## config.mk

```make
export PLATFORM = sky130hd
export DESIGN_NAME = udp_frame_arbiter
export DESIGN_NICKNAME = d
export VERILOG_FILES = /design/src/rtl/udp_arb_pkg.sv /design/src/rtl/udp_frame_arbiter_rr_arbiter.sv /design/src/rtl/udp_frame_arbiter.sv
export SDC_FILE = /design/constraint.sdc
export NUM_CORES = 1
export LEC_CHECK = 0
export ABC_AREA = 1
export BUFFER_PORTS_ARGS = -buffer_cell sky130_fd_sc_hd__buf_2
export CORE_MARGIN = 2
export CORE_UTILIZATION = 47
export CTS_CLUSTER_SIZE = 10
export DETAILED_ROUTE_END_ITERATION = 7
export PLACE_DENSITY = 0.76
export SYNTH_ARGS = -nofsm -noshare
export SYNTH_HDL_FRONTEND = slang
export SYNTH_SLANG_ARGS = --single-unit
export TNS_END_PERCENT = 50
```

## constraint.sdc

```tcl
create_clock -name clk -period 1.4 [get_ports clk]
set_input_delay 0.14 -clock clk [delete_from_list [all_inputs] [get_ports clk]]
set_output_delay 0.14 -clock clk [all_outputs]
set_load 0.03 [all_outputs]
```

## src/rtl/udp_arb_pkg.sv

```systemverilog
// Shared types and widths for the UDP frame arbiter.
//   arb_state_t  : arbiter FSM state encoding (IDLE / STREAM / FLUSH)
//   BYTE_W       : payload byte width
//   FRAME_CNT_W  : width of each per-requester completed-frame counter
//   LEN_CNT_W    : width of the in-frame byte counter
package udp_arb_pkg;

  typedef enum logic [1:0] {
    ARB_IDLE,
    ARB_STREAM,
    ARB_FLUSH
  } arb_state_t;

  localparam int BYTE_W      = 8;
  localparam int FRAME_CNT_W = 16;
  localparam int LEN_CNT_W   = 16;

endpackage

```

## src/rtl/udp_frame_arbiter_rr_arbiter.sv

```systemverilog
// Combinational round-robin picker.
// Returns the first asserted request at or after the pointer, wrapping
// around, as a one-hot grant plus a valid flag.
// Ports:
//   i_req   [N-1:0]          request vector
//   i_ptr   [$clog2(N)-1:0]  highest-priority index for this pick
//   o_grant [N-1:0]          one-hot winner (zero when nothing requests)
//   o_valid                  at least one request present
module rr_arbiter #(
  parameter int N = 2
) (
  input  logic [N-1:0]         i_req,
  input  logic [$clog2(N)-1:0] i_ptr,
  output logic [N-1:0]         o_grant,
  output logic                 o_valid
);

  // Scan the N positions starting from the pointer; the first hit wins and
  // o_valid suppresses any later hits in the same scan.
  always_comb begin
    o_grant = '0;
    o_valid = 1'b0;
    for (int k = 0; k < N; k++) begin
      if (!o_valid && i_req[(int'(i_ptr) + k) % N]) begin
        o_grant[(int'(i_ptr) + k) % N] = 1'b1;
        o_valid                         = 1'b1;
      end
    end
  end

endmodule

```

## src/rtl/udp_frame_arbiter.sv

```systemverilog
// Frame-atomic round-robin scheduler: shares one downstream byte FIFO write
// port among N_REQ first-word-fall-through framed requester FIFOs. A granted
// requester streams one whole frame (sof..eof) before re-arbitration.
// Leading non-sof bytes at the start of a grant are discarded (resync) and
// frames longer than MAX_FRAME_LEN are cut with a forced eof, the remainder
// being drained without writing.
//
// Optional feature: define UDP_ARB_FRAME_CNT_EN to add frame_cnt, one 16-bit
// wrapping count of completed frames per requester.
//
// Ports:
//   clk, reset_n             clock, asynchronous active-low reset
//   req_empty/dout/sof/eof   requester FIFO heads (requester i at [8i+7:8i])
//   req_rd_en                pop for the current owner (one-hot or zero)
//   out_full                 downstream FIFO full
//   out_wr_en/din/sof/eof    downstream write port
//   grant                    one-hot owner, zero when idle
//   busy                     arbiter not idle
//   err_trunc                pulse: frame cut at MAX_FRAME_LEN
//   err_resync               pulse: non-sof head discarded while seeking sof
//   frame_cnt                (UDP_ARB_FRAME_CNT_EN only) per-requester counts
module udp_frame_arbiter
  import udp_arb_pkg::*;
#(
  parameter int N_REQ         = 2,
  parameter int MAX_FRAME_LEN = 1518
) (
  input  logic                      clk,
  input  logic                      reset_n,
  input  logic [N_REQ-1:0]          req_empty,
  input  logic [BYTE_W*N_REQ-1:0]   req_dout,
  input  logic [N_REQ-1:0]          req_sof,
  input  logic [N_REQ-1:0]          req_eof,
  output logic [N_REQ-1:0]          req_rd_en,
  input  logic                      out_full,
  output logic                      out_wr_en,
  output logic [BYTE_W-1:0]         out_din,
  output logic                      out_wr_sof,
  output logic                      out_wr_eof,
  output logic [N_REQ-1:0]          grant,
  output logic                      busy,
  output logic                      err_trunc,
  output logic                      err_resync
`ifdef UDP_ARB_FRAME_CNT_EN
  ,
  output logic [FRAME_CNT_W*N_REQ-1:0] frame_cnt
`endif
);

  localparam int PTR_W = $clog2(N_REQ);
  localparam logic [LEN_CNT_W-1:0] LAST_IDX = LEN_CNT_W'(MAX_FRAME_LEN - 1);

  arb_state_t           r_state;
  logic [N_REQ-1:0]     r_grant;
  logic [PTR_W-1:0]     r_owner;
  logic [PTR_W-1:0]     r_rr_ptr;
  logic [LEN_CNT_W-1:0] r_byte_cnt;
  logic                 r_seek;

  logic [N_REQ-1:0]  w_arb_grant;
  logic              w_arb_valid;
  logic [PTR_W-1:0]  w_arb_idx;
  logic              w_head_empty;
  logic [BYTE_W-1:0] w_head_data;
  logic              w_head_sof;
  logic              w_head_eof;
  logic              w_at_limit;
  logic              w_seek_pop;
  logic              w_xfer;
  logic              w_flush_pop;
  logic              w_trunc;
  logic [PTR_W-1:0]  w_next_ptr;

  rr_arbiter #(.N(N_REQ)) u_rr_arbiter (
    .i_req   (~req_empty),
    .i_ptr   (r_rr_ptr),
    .o_grant (w_arb_grant),
    .o_valid (w_arb_valid)
  );

  // One-hot arbiter result to an index so the owner's head can be muxed.
  always_comb begin
    w_arb_idx = '0;
    for (int k = 0; k < N_REQ; k++) begin
      if (w_arb_grant[k]) w_arb_idx = PTR_W'(k);
    end
  end

  assign w_head_empty = req_empty[r_owner];
  assign w_head_data  = req_dout[int'(r_owner)*BYTE_W +: BYTE_W];
  assign w_head_sof   = req_sof[r_owner];
  assign w_head_eof   = req_eof[r_owner];
  assign w_at_limit   = (r_byte_cnt == LAST_IDX);

  // While seeking, a non-sof head is dropped regardless of out_full; a sof
  // head ends the seek and becomes an ordinary transfer.
  assign w_seek_pop  = (r_state == ARB_STREAM) & r_seek & ~w_head_empty & ~w_head_sof;
  assign w_xfer      = (r_state == ARB_STREAM) & ~w_head_empty & ~out_full &
                       ~(r_seek & ~w_head_sof);
  assign w_flush_pop = (r_state == ARB_FLUSH) & ~w_head_empty;
  assign w_trunc     = w_xfer & w_at_limit & ~w_head_eof;

  assign w_next_ptr = (r_owner == PTR_W'(N_REQ - 1)) ? '0 : r_owner + PTR_W'(1);

  // Data path is combinational from the owner's head so a byte moves in the
  // same cycle it is presented; everything is zero outside a transfer.
  always_comb begin
    req_rd_en  = (w_seek_pop | w_xfer | w_flush_pop) ? r_grant : '0;
    out_wr_en  = w_xfer;
    out_din    = w_xfer ? w_head_data : '0;
    out_wr_sof = w_xfer & w_head_sof;
    out_wr_eof = w_xfer & (w_head_eof | w_at_limit);
    err_trunc  = w_trunc;
    err_resync = w_seek_pop;
  end

  assign grant = r_grant;
  assign busy  = (r_state != ARB_IDLE);

  // Arbiter FSM: IDLE picks an owner, STREAM moves one frame, FLUSH drains
  // the tail of a truncated frame. The rr pointer only moves when a frame
  // completes, so an owner keeps the port for its whole frame.
  always_ff @(posedge clk or negedge reset_n) begin
    if (!reset_n) begin
      r_state    <= ARB_IDLE;
      r_grant    <= '0;
      r_owner    <= '0;
      r_rr_ptr   <= '0;
      r_byte_cnt <= '0;
      r_seek     <= 1'b0;
    end else begin
      case (r_state)
        ARB_IDLE: begin
          if (w_arb_valid) begin
            r_state    <= ARB_STREAM;
            r_grant    <= w_arb_grant;
            r_owner    <= w_arb_idx;
            r_byte_cnt <= '0;
            r_seek     <= 1'b1;
          end
        end
        ARB_STREAM: begin
          if (w_xfer) begin
            r_seek <= 1'b0;
            if (w_head_eof) begin
              r_state    <= ARB_IDLE;
              r_grant    <= '0;
              r_rr_ptr   <= w_next_ptr;
              r_byte_cnt <= '0;
            end else if (w_at_limit) begin
              r_state    <= ARB_FLUSH;
              r_byte_cnt <= '0;
            end else begin
              r_byte_cnt <= r_byte_cnt + LEN_CNT_W'(1);
            end
          end
        end
        ARB_FLUSH: begin
          if (w_flush_pop && w_head_eof) begin
            r_state  <= ARB_IDLE;
            r_grant  <= '0;
            r_rr_ptr <= w_next_ptr;
          end
        end
        default: begin
          r_state <= ARB_IDLE;
          r_grant <= '0;
        end
      endcase
    end
  end

`ifdef UDP_ARB_FRAME_CNT_EN
  logic [FRAME_CNT_W-1:0] r_frame_cnt [N_REQ];

  // A frame counts as complete on its eof write or on the truncating write.
  always_ff @(posedge clk or negedge reset_n) begin
    if (!reset_n) begin
      for (int i = 0; i < N_REQ; i++) r_frame_cnt[i] <= '0;
    end else if ((w_xfer && w_head_eof) || w_trunc) begin
      r_frame_cnt[r_owner] <= r_frame_cnt[r_owner] + FRAME_CNT_W'(1);
    end
  end

  for (genvar gi = 0; gi < N_REQ; gi++) begin : g_frame_cnt
    assign frame_cnt[FRAME_CNT_W*gi +: FRAME_CNT_W] = r_frame_cnt[gi];
  end
`endif

endmodule

```

==> results of run 1 <==
-- worst min-delay path by stage --
| stage | slack, ps | depth (start not counted) | end | start |
|---|---|---|---|---|
| 2_1_floorplan | -160 | 0 | grant[0] | reset_n |
| 3_3_place_gp | 150 | 1 | r_seek | reset_n |
| 5_1_grt | 280 | 3 | r_owner | req_empty[0] |
| 6_report | 250 | 3 | r_owner | req_empty[0] |
| 3_5_place_dp | 150 | 1 | grant[1] | reset_n |
| 4_1_cts | 220 | 3 | r_owner | req_empty[0] |
-- where the power goes --
part,total (W),internal [W],leakage (nW),switching (W)
sequential,0.000915,0.000784,0.306,0.000131
combinational,0.00304,0.00124,1.15,0.00179
clock,0.000439,0.000204,0.0228,0.000235
-- stage by stage --
stage / setup WS, ps / total power, W
global placement: -96.72 / 0.003186
CTS: -368.7 / 0.004033
floorplan: -136.4 / 0.002427
global route: -451.2 / 0.004629
finish: -389.7 / 0.004393
detailed placement: -137.0 / 0.003246
-- state kept, by name (all words and copies together), names as in the netlist --
register,flops
grant,2
r_byte_cnt,16
r_rr_ptr,1
r_seek,1
r_owner,1
r_state,2
-- per-layer routing --
| layer | part of all wire, % | vias up | wire length [µm] |
|---|---|---|---|
| met5 | 0 | - | 0 |
| met4 | 2.2 | 0 | 137 |
| met3 | 6.2 | 20 | 386 |
| met2 | 51 | 91 | 3188 |
| met1 | 40 | 1089 | 2511 |
| li1 | - | 1118 | - |
-- worst max-delay path, delay by kind of cell, from the launching register on --
family                 cells  cell delay (ps)
buffers and inverters      3              360
flip-flops                 1              450
AND/OR/NAND/NOR            5              550
-- cells by family after synthesis --
family	after synthesis	share of synthesized area, %
AOI/OAI and AO/OA	24	7.162
adders and majority gates	2	1.364
DFF	23	31.38
buffers and inverters	49	11.87
and+or+nand+nor	197	47.75
xor gates and xnor gates	1	0.4776
-- cell type report --
cell class / count / area [µm²]
clock buffers: 4 / 45.04
inverters: 40 / 155.1
well taps: 48 / 60.06
flip-flops and latches: 23 / 576.8
repair buffers: 95 / 747.0
fillers: 276 / 863.3
multi-input cells: 224 / 1269
-- layout by cell type, fill, tap and decap left out, drive strengths merged --
master	n
nand2	108
buf	94
nor2	41
inv	39
nand3	28
dfrtp	23
nand4	14
a21oi	12
o21ai	9
nor3	5
clkbuf	4
o211ai	2
ha	2
or2	1
clkinv	1
o21bai	1
xor2	1
dlygate4sd3	1
-- repair_timing --
item,in CTS,in global routing
hold buffers,1,0
endpoints found under the hold margin,23,0
setup buffers,2,5
endpoints found under the setup margin,36,36
pin swaps,5,10
cloned,1,0
resized for setup,46,28
==> results.txt, run 1 <==
----------------------------------------------------
[Status]
  Violations in the final reports ... negative setup slack
  Outcome ... complete, but fails checks

[Global routing]
  GR Util met1 ... 36.63%
  Met3 GRT Util ... 4.561%
  Via count of the first global-routing pass ... 2106
  Global-route wire length before repair ... between 9 and 10 mm
  Maximum number of pins on one net before global-route repair ... 24
  Met2 layer usage reported by global route ... a little under 50%
  Global-route total usage across every layer ... 28.44%
  Gr ovfl total ... 0
  Number of antenna violations at the first check in global routing ... 0
  Grt peak-use layer ... met2

[Timing]
  Number of endpoints with negative hold slack in the final report ... 0
  Maximum frequency from static timing analysis ... 0.5587 GHz
  Headroom to the max-slew limit ... 63.47%
  Unrepaired setup endpoints after global routing ... yes
  Max-slew violation count ... 0
  Clock Skews ... between 2 and 3 ps
  Final period util ... 127.8%
  Post-layout minimum cycle time ... 1790 ps
  # setup viols final ... 36
  Final critical-path setup slack ... -389.7 ps
  Worst hold-check slack ... roughly 250 ps
  Sum of negative setup slack ... -9384 ps
  Tightest Pin Transition ... 547.9 ps

[Clocking]
  Clock-pin transition on the worst setup and hold timing paths ... ~90 ps
  Number of buffers inserted during clock tree synthesis ... 3
  Maximum number of buffers from clock root to sink ... 2
  Clock latency on the worst-skew pair ... 270 ps
  CTS root buffer ... sky130_fd_sc_hd__clkbuf_8
  Sinks on the clock net ... 23
  TritonCTS clock tree ... built
  Depth of the CTS H-tree ... 1

[Drt]
  Post-DR wirelength/cell ... around 14 µm
  DRT antenna net count ... 0
  DRC violations left ... 0
  Vias per inst ... 5.341
  Number of optimization iterations in the first detailed-route pass ... 6
  Final wirelength ... 6.224 mm
  Total number of vias ... 2318
  Initial detailed-routing violation count ... 196

[Synth]
  Yosys warns ... 0
  Synthesized instance count ... 296
  Post-synth net total ... 323
  List of most frequent post-synthesis cells ... 103 x sky130_fd_sc_hd__nand2_1, 38 x sky130_fd_sc_hd__nor2_1, 36 x sky130_fd_sc_hd__inv_1
  Leading register cell type out of synthesis ... sky130_fd_sc_hd__dfrtp_1
  Area fraction of the dominant cell type after synthesis ... 31.38%
  Post-synthesis cell type count ... 28
  Most repeated cell in the gate-level netlist after synthesis ... sky130_fd_sc_hd__nand2_1
  Count of flip-flops with a built-in enable after synthesis ... 0
  Post-synth top area cell ... sky130_fd_sc_hd__dfrtp_1
  Cell area after synthesis ... approximately 0.0018 mm²
  Flip-flop and latch count after synthesis ... 23
  Share of flip-flops with an asynchronous set or reset ... between 90% and 100%
  Cell types occupying the most area after synthesis ... sky130_fd_sc_hd__dfrtp_1 31%, sky130_fd_sc_hd__nand2_1 21%, sky130_fd_sc_hd__nor2_1 7.8%
  Average cell area after synthesis ... 6.197 µm²
  Seq/Total Area, Yosys ... 31.38%

[Min path]
  Path category of the worst min-delay check ... in2reg

[Flow run]
  Maxcap violations ... 0

[Critical path]
  Critical path arrival ... roughly 1700 ps
  Worst setup startpoint ... r_owner
  Startpoint types ... register
  Worst reg2reg setup slack ... -300 ps
  Data required time of the critical path ... 1260 ps
  RR Endpoint ... r_byte_cnt[15]
  End point of the critical path ... err_trunc
  Reg-to-reg critical path startpoint ... r_owner
  Type of the setup path with the least slack ... reg2out
  Number of cell instances on the worst register-to-register path ... 13
  Crit Path Max Fanout ... 5
  Biggest cell delay along the critical path ... 450 ps
  Chain of cells forming the critical path ... inv_4 -> nand2_4 -> nand2_4 -> nor2_4 -> nand3_4 -> buf_6 -> nor3_4 -> buf_6
  Slowest-stage cell, CP ... sky130_fd_sc_hd__dfrtp_2
  Type of element capturing the critical path ... output port

[Pwr]
  Leakage power summed over all cells ... ~1.5 nW
  Pwr Density ... between 1500 and 2000 mW/mm²
  Peak supply drop ... 1.330 mV

[Floorplan]
  Number of rows created at floorplan ... 22
  Horizontal die dimension ... 66.47 µm
  Placeable Area ... 0.003716 mm²
  Full die area ... 0.004418 mm²
  Height of the die ... 66.47 µm
  Initial core utilization ... 49.36%
  Total I/O pin count ... 43

[Final layout]
  Share of layout cells above drive strength 1 ... 38.34%
  Antenna diode count ... 0
  Area Overhead vs Synth ... 55.53%
  Layout Cells excl Fill ... between 400 and 500
  Final standard cell area without fillers ... 0.002853 mm²
  Post-Route Utilization ... 76.77%
  Number of nets in the final layout ... roughly 410

[Place]
  Number of placed cells counting well taps ... between 400 and 500
  GPL Wtd Cong ... 0.9007
  Total placed instance area ... 0.002504 mm²
  IO Port Bufs ... 42
  Total half-perimeter wirelength after legalization and detailed placement ... 4.134 mm

----------------------------------------------------
Power figures use the tool's default switching activity.
==> run 2: changes to the inputs <==
--- a/config.mk
+++ b/config.mk
@@ -12,6 +12,7 @@
 export CTS_CLUSTER_SIZE = 10
 export DETAILED_ROUTE_END_ITERATION = 7
 export PLACE_DENSITY = 0.76
+export SKIP_LAST_GASP = 1
 export SYNTH_ARGS = -nofsm -noshare
 export SYNTH_HDL_FRONTEND = slang
 export SYNTH_SLANG_ARGS = --single-unit
==> run 2 against run 1 <==
Effect of this change:
- the flow still finishes with violations (negative setup slack)
- design area decreased by 3.0%
- final cell count decreased by 0.92%
- fmax decreased by 3.5%
- clock power decreased by 4%
- combinational power decreased by 6.6%
- utilization decreased by 2.3 points
- clock skew increased by 1.7 ps
- critical endpoint is now out_wr_sof
- largest cell class unchanged
- largest power group unchanged
- highest routed layer unchanged
==> results.txt, run 2 (synthesis gave the netlist of run 1 again) <==
----------------------------------------------------
[Pwr]
  Pwr Density ... 1505 mW/mm² (was 1540 mW/mm²)
  Peak supply drop ... 1.410 mV (was 1.330 mV)
  Leakage power summed over all cells ... 1.450 nW (was 1.483 nW)

[Drt]
  Post-DR wirelength/cell ... 13.45 µm (was 14.34 µm)
  Vias per inst ... 5.177 (was 5.341)
  Number of optimization iterations in the first detailed-route pass ... 4 (was 6)
  Initial detailed-routing violation count ... 154 (was 196)
  DRC violations left ... 0 (unchanged)
  Total number of vias ... 2226 (was 2318)
  DRT antenna net count ... 0 (unchanged)
  Final wirelength ... 5.783 mm (was 6.224 mm)

[Timing]
  Clock Skews ... 4.639 ps (was 2.965 ps)
  Post-layout minimum cycle time ... 1855 ps (was 1790 ps)
  Final period util ... 132.5% (was 127.8%)
  # setup viols final ... 36 (unchanged)
  Tightest Pin Transition ... 538.8 ps (was 547.9 ps)
  Headroom to the max-slew limit ... 64.08% (was 63.47%)
  Unrepaired setup endpoints after global routing ... yes (unchanged)
  Number of endpoints with negative hold slack in the final report ... 0 (unchanged)
  Final critical-path setup slack ... -455.3 ps (was -389.7 ps)
  Maximum frequency from static timing analysis ... 0.5390 GHz (was 0.5587 GHz)
  Max-slew violation count ... 0 (unchanged)
  Worst hold-check slack ... 223.3 ps (was 246.8 ps)

[Global routing]
  Global-route total usage across every layer ... 28.05% (was 28.44%)
  Global-route wire length before repair ... 9.501 mm (was 9.591 mm)
  Maximum number of pins on one net before global-route repair ... 24 (unchanged)
  Gr ovfl total ... 0 (unchanged)
  Number of antenna violations at the first check in global routing ... 0 (unchanged)
  Via count of the first global-routing pass ... 2068 (was 2106)

[Final layout]
  Flip-flop count of the largest register after layout ... 16 (unchanged)
  Antenna diode count ... 0 (unchanged)
  Leading cell type in the layout, fill and taps excluded ... sky130_fd_sc_hd__nand2_1 (unchanged)
  Area Overhead vs Synth ... 50.82% (was 55.53%)
  Register with the most flip-flops ... r_byte_cnt (unchanged)
  Area of the multi-input gates ... 0.001229 mm² (was 0.001269 mm²)
  Highest-count cells in the layout ignoring fill and taps ... 97 x sky130_fd_sc_hd__nand2_1, 42 x sky130_fd_sc_hd__buf_4, 36 x sky130_fd_sc_hd__inv_1 (was 93 x sky130_fd_sc_hd__nand2_1, 43 x sky130_fd_sc_hd__buf_4, 36 x sky130_fd_sc_hd__inv_1)
  Number of nets in the final layout ... 410 (was 414)
  Post-Route Utilization ... 74.44% (was 76.77%)
  Count of fill cells added during filler insertion ... 292 (was 276)
  Layout Cells excl Fill ... 430 (was 434)
  Share of layout cells above drive strength 1 ... 35.08% (was 38.34%)
  Sequential Area ... 575.6 µm² (was 576.8 µm²)

[Clocking]
  Depth of the CTS H-tree ... 1 (unchanged)
  Maximum number of buffers from clock root to sink ... 2 (unchanged)
  Sinks on the clock net ... 23 (unchanged)
  Clock latency on the worst-skew pair ... 270 ps (about the same)
  TritonCTS clock tree ... built (unchanged)
  Number of buffers inserted during clock tree synthesis ... 3 (unchanged)
  CTS root buffer ... sky130_fd_sc_hd__clkbuf_8 (unchanged)
  Clock-pin transition on the worst setup and hold timing paths ... 80 ps (was 90 ps)

[Critical path]
  Startpoint types ... register (unchanged)
  Biggest cell delay along the critical path ... 460 ps (was 450 ps)
  Reg-to-reg critical path startpoint ... r_owner (unchanged)
  Type of the setup path with the least slack ... reg2out (unchanged)
  Chain of cells forming the critical path ... inv_2 -> nand2_2 -> nand2_4 -> nor2_4 -> nand3_4 -> buf_6 -> a21oi_2 -> buf_4 (was inv_4 -> nand2_4 -> nand2_4 -> nor2_4 -> nand3_4 -> buf_6 -> nor3_4 -> buf_6)
  Type of element capturing the critical path ... output port (unchanged)
  Worst setup startpoint ... r_owner (unchanged)
  Slowest-stage cell, CP ... sky130_fd_sc_hd__dfrtp_1 (was sky130_fd_sc_hd__dfrtp_2)
  Crit Path Max Fanout ... 11 (was 5)
  Critical path arrival ... 1720 ps (was 1650 ps)
  Data required time of the critical path ... 1260 ps (about the same)

[Min path]
  Path category of the worst min-delay check ... in2reg (unchanged)
  Worst min-delay path startpoint ... req_empty[0] (unchanged)

[Status]
  Outcome ... complete, but fails checks (unchanged)
  Violations in the final reports ... negative setup slack (unchanged)

[Floorplan]
  Placeable Area ... 0.003716 mm² (unchanged)
  Number of rows created at floorplan ... 22 (unchanged)
  Initial core utilization ... 49.36% (unchanged)
  Height of the die ... 66.47 µm (unchanged)
  Full die area ... 0.004418 mm² (unchanged)
  Total I/O pin count ... 43 (unchanged)
  Horizontal die dimension ... 66.47 µm (unchanged)

[Place]
  Number of placed cells counting well taps ... 422 (unchanged)
  Total half-perimeter wirelength after legalization and detailed placement ... 4.134 mm (unchanged)
  GPL Wtd Cong ... 0.9007 (unchanged)
  IO Port Bufs ... 42 (unchanged)

[Flow run]
  Maxcap violations ... 0 (unchanged)

----------------------------------------------------
==> run 2: changes by cell type in the layout (fill, tap and decap cells not counted), moves of 2 or more <==
cell and change:
sky130_fd_sc_hd__buf_6 -4, sky130_fd_sc_hd__inv_4 -2, sky130_fd_sc_hd__nand2_1 +4, sky130_fd_sc_hd__nand2_2 -3, sky130_fd_sc_hd__nand3_1 +3, sky130_fd_sc_hd__nand3_2 -3
==> run 2: path summary, 6_finish.rpt <==
kind	to	slack (ps)	depth (start not counted)
max	out_wr_sof	-460	8
min in group asynchronous	grant[1]	380	2
max in group asynchronous	r_byte_cnt[1]	660	2
max reg2reg	r_byte_cnt[15]	-330	13
min reg2reg	grant[1]	500	2
min	r_owner	220	3
==> run 2: area by class of cell <==
cell class / count / area share (%)
clock buffers: 4 / 1.628
inverters: 40 / 5.699
multi-input cells: 224 / 44.41
flip-flops and latches: 23 / 20.81
well taps: 48 / 2.171
repair buffers: 91 / 25.28
==> run 2: timing repair <==
item / CTS / global route
hold buffers: 1 / 0
setup endpoints to repair: 36 / 36
gates cloned: 1 / 0
setup buffers: 2 / 1
endpoints found under the hold margin: 23 / 0
gates resized for setup: 42 / 17
pin swaps: 4 / 8
==> run 2: critical path: cells and delay by family (launching register included) <==
kind / cells / cell delay (ps)
AO/OA/AOI/OAI: 1 / 150
flip-flops: 1 / 460
buffers and inverters: 3 / 460
AND/OR/NAND/NOR: 4 / 380
==> run 2: routing by layer <==
| metal | up-vias | global-route usage, % | part of all wire, % |
|---|---|---|---|
| li1 | 1106 | - | - |
| met1 | 1051 | 36.42 | 43 |
| met2 | 62 | 49.13 | 52 |
| met3 | 7 | 4.054 | 4.6 |
| met4 | 0 | 6.378 | 0.99 |
| met5 | - | 0 | 0 |
==> run 2: power breakdown <==
| part | switching [W] | internal (W) |
|---|---|---|
| registers | 0.000120 | 0.000782 |
| logic | 0.00173 | 0.00111 |
| clock network | 0.000217 | 0.000203 |
| total | 0.00206 | 0.00210 |
==> run 2: per-stage QoR <==
step	worst slack [ps]	total power [W]	setup TNS, ps	cell area, µm²
after floorplan	-136.4	0.002427	-1161	1953
after global placement	-96.72	0.003186	-1416	2504
after detailed placement	-137.0	0.003246	-3057	2504
after CTS	-368.7	0.003991	-7572	2721
after global routing	-492.1	0.004403	-13240	2766
final	-455.3	0.004162	-10930	2766
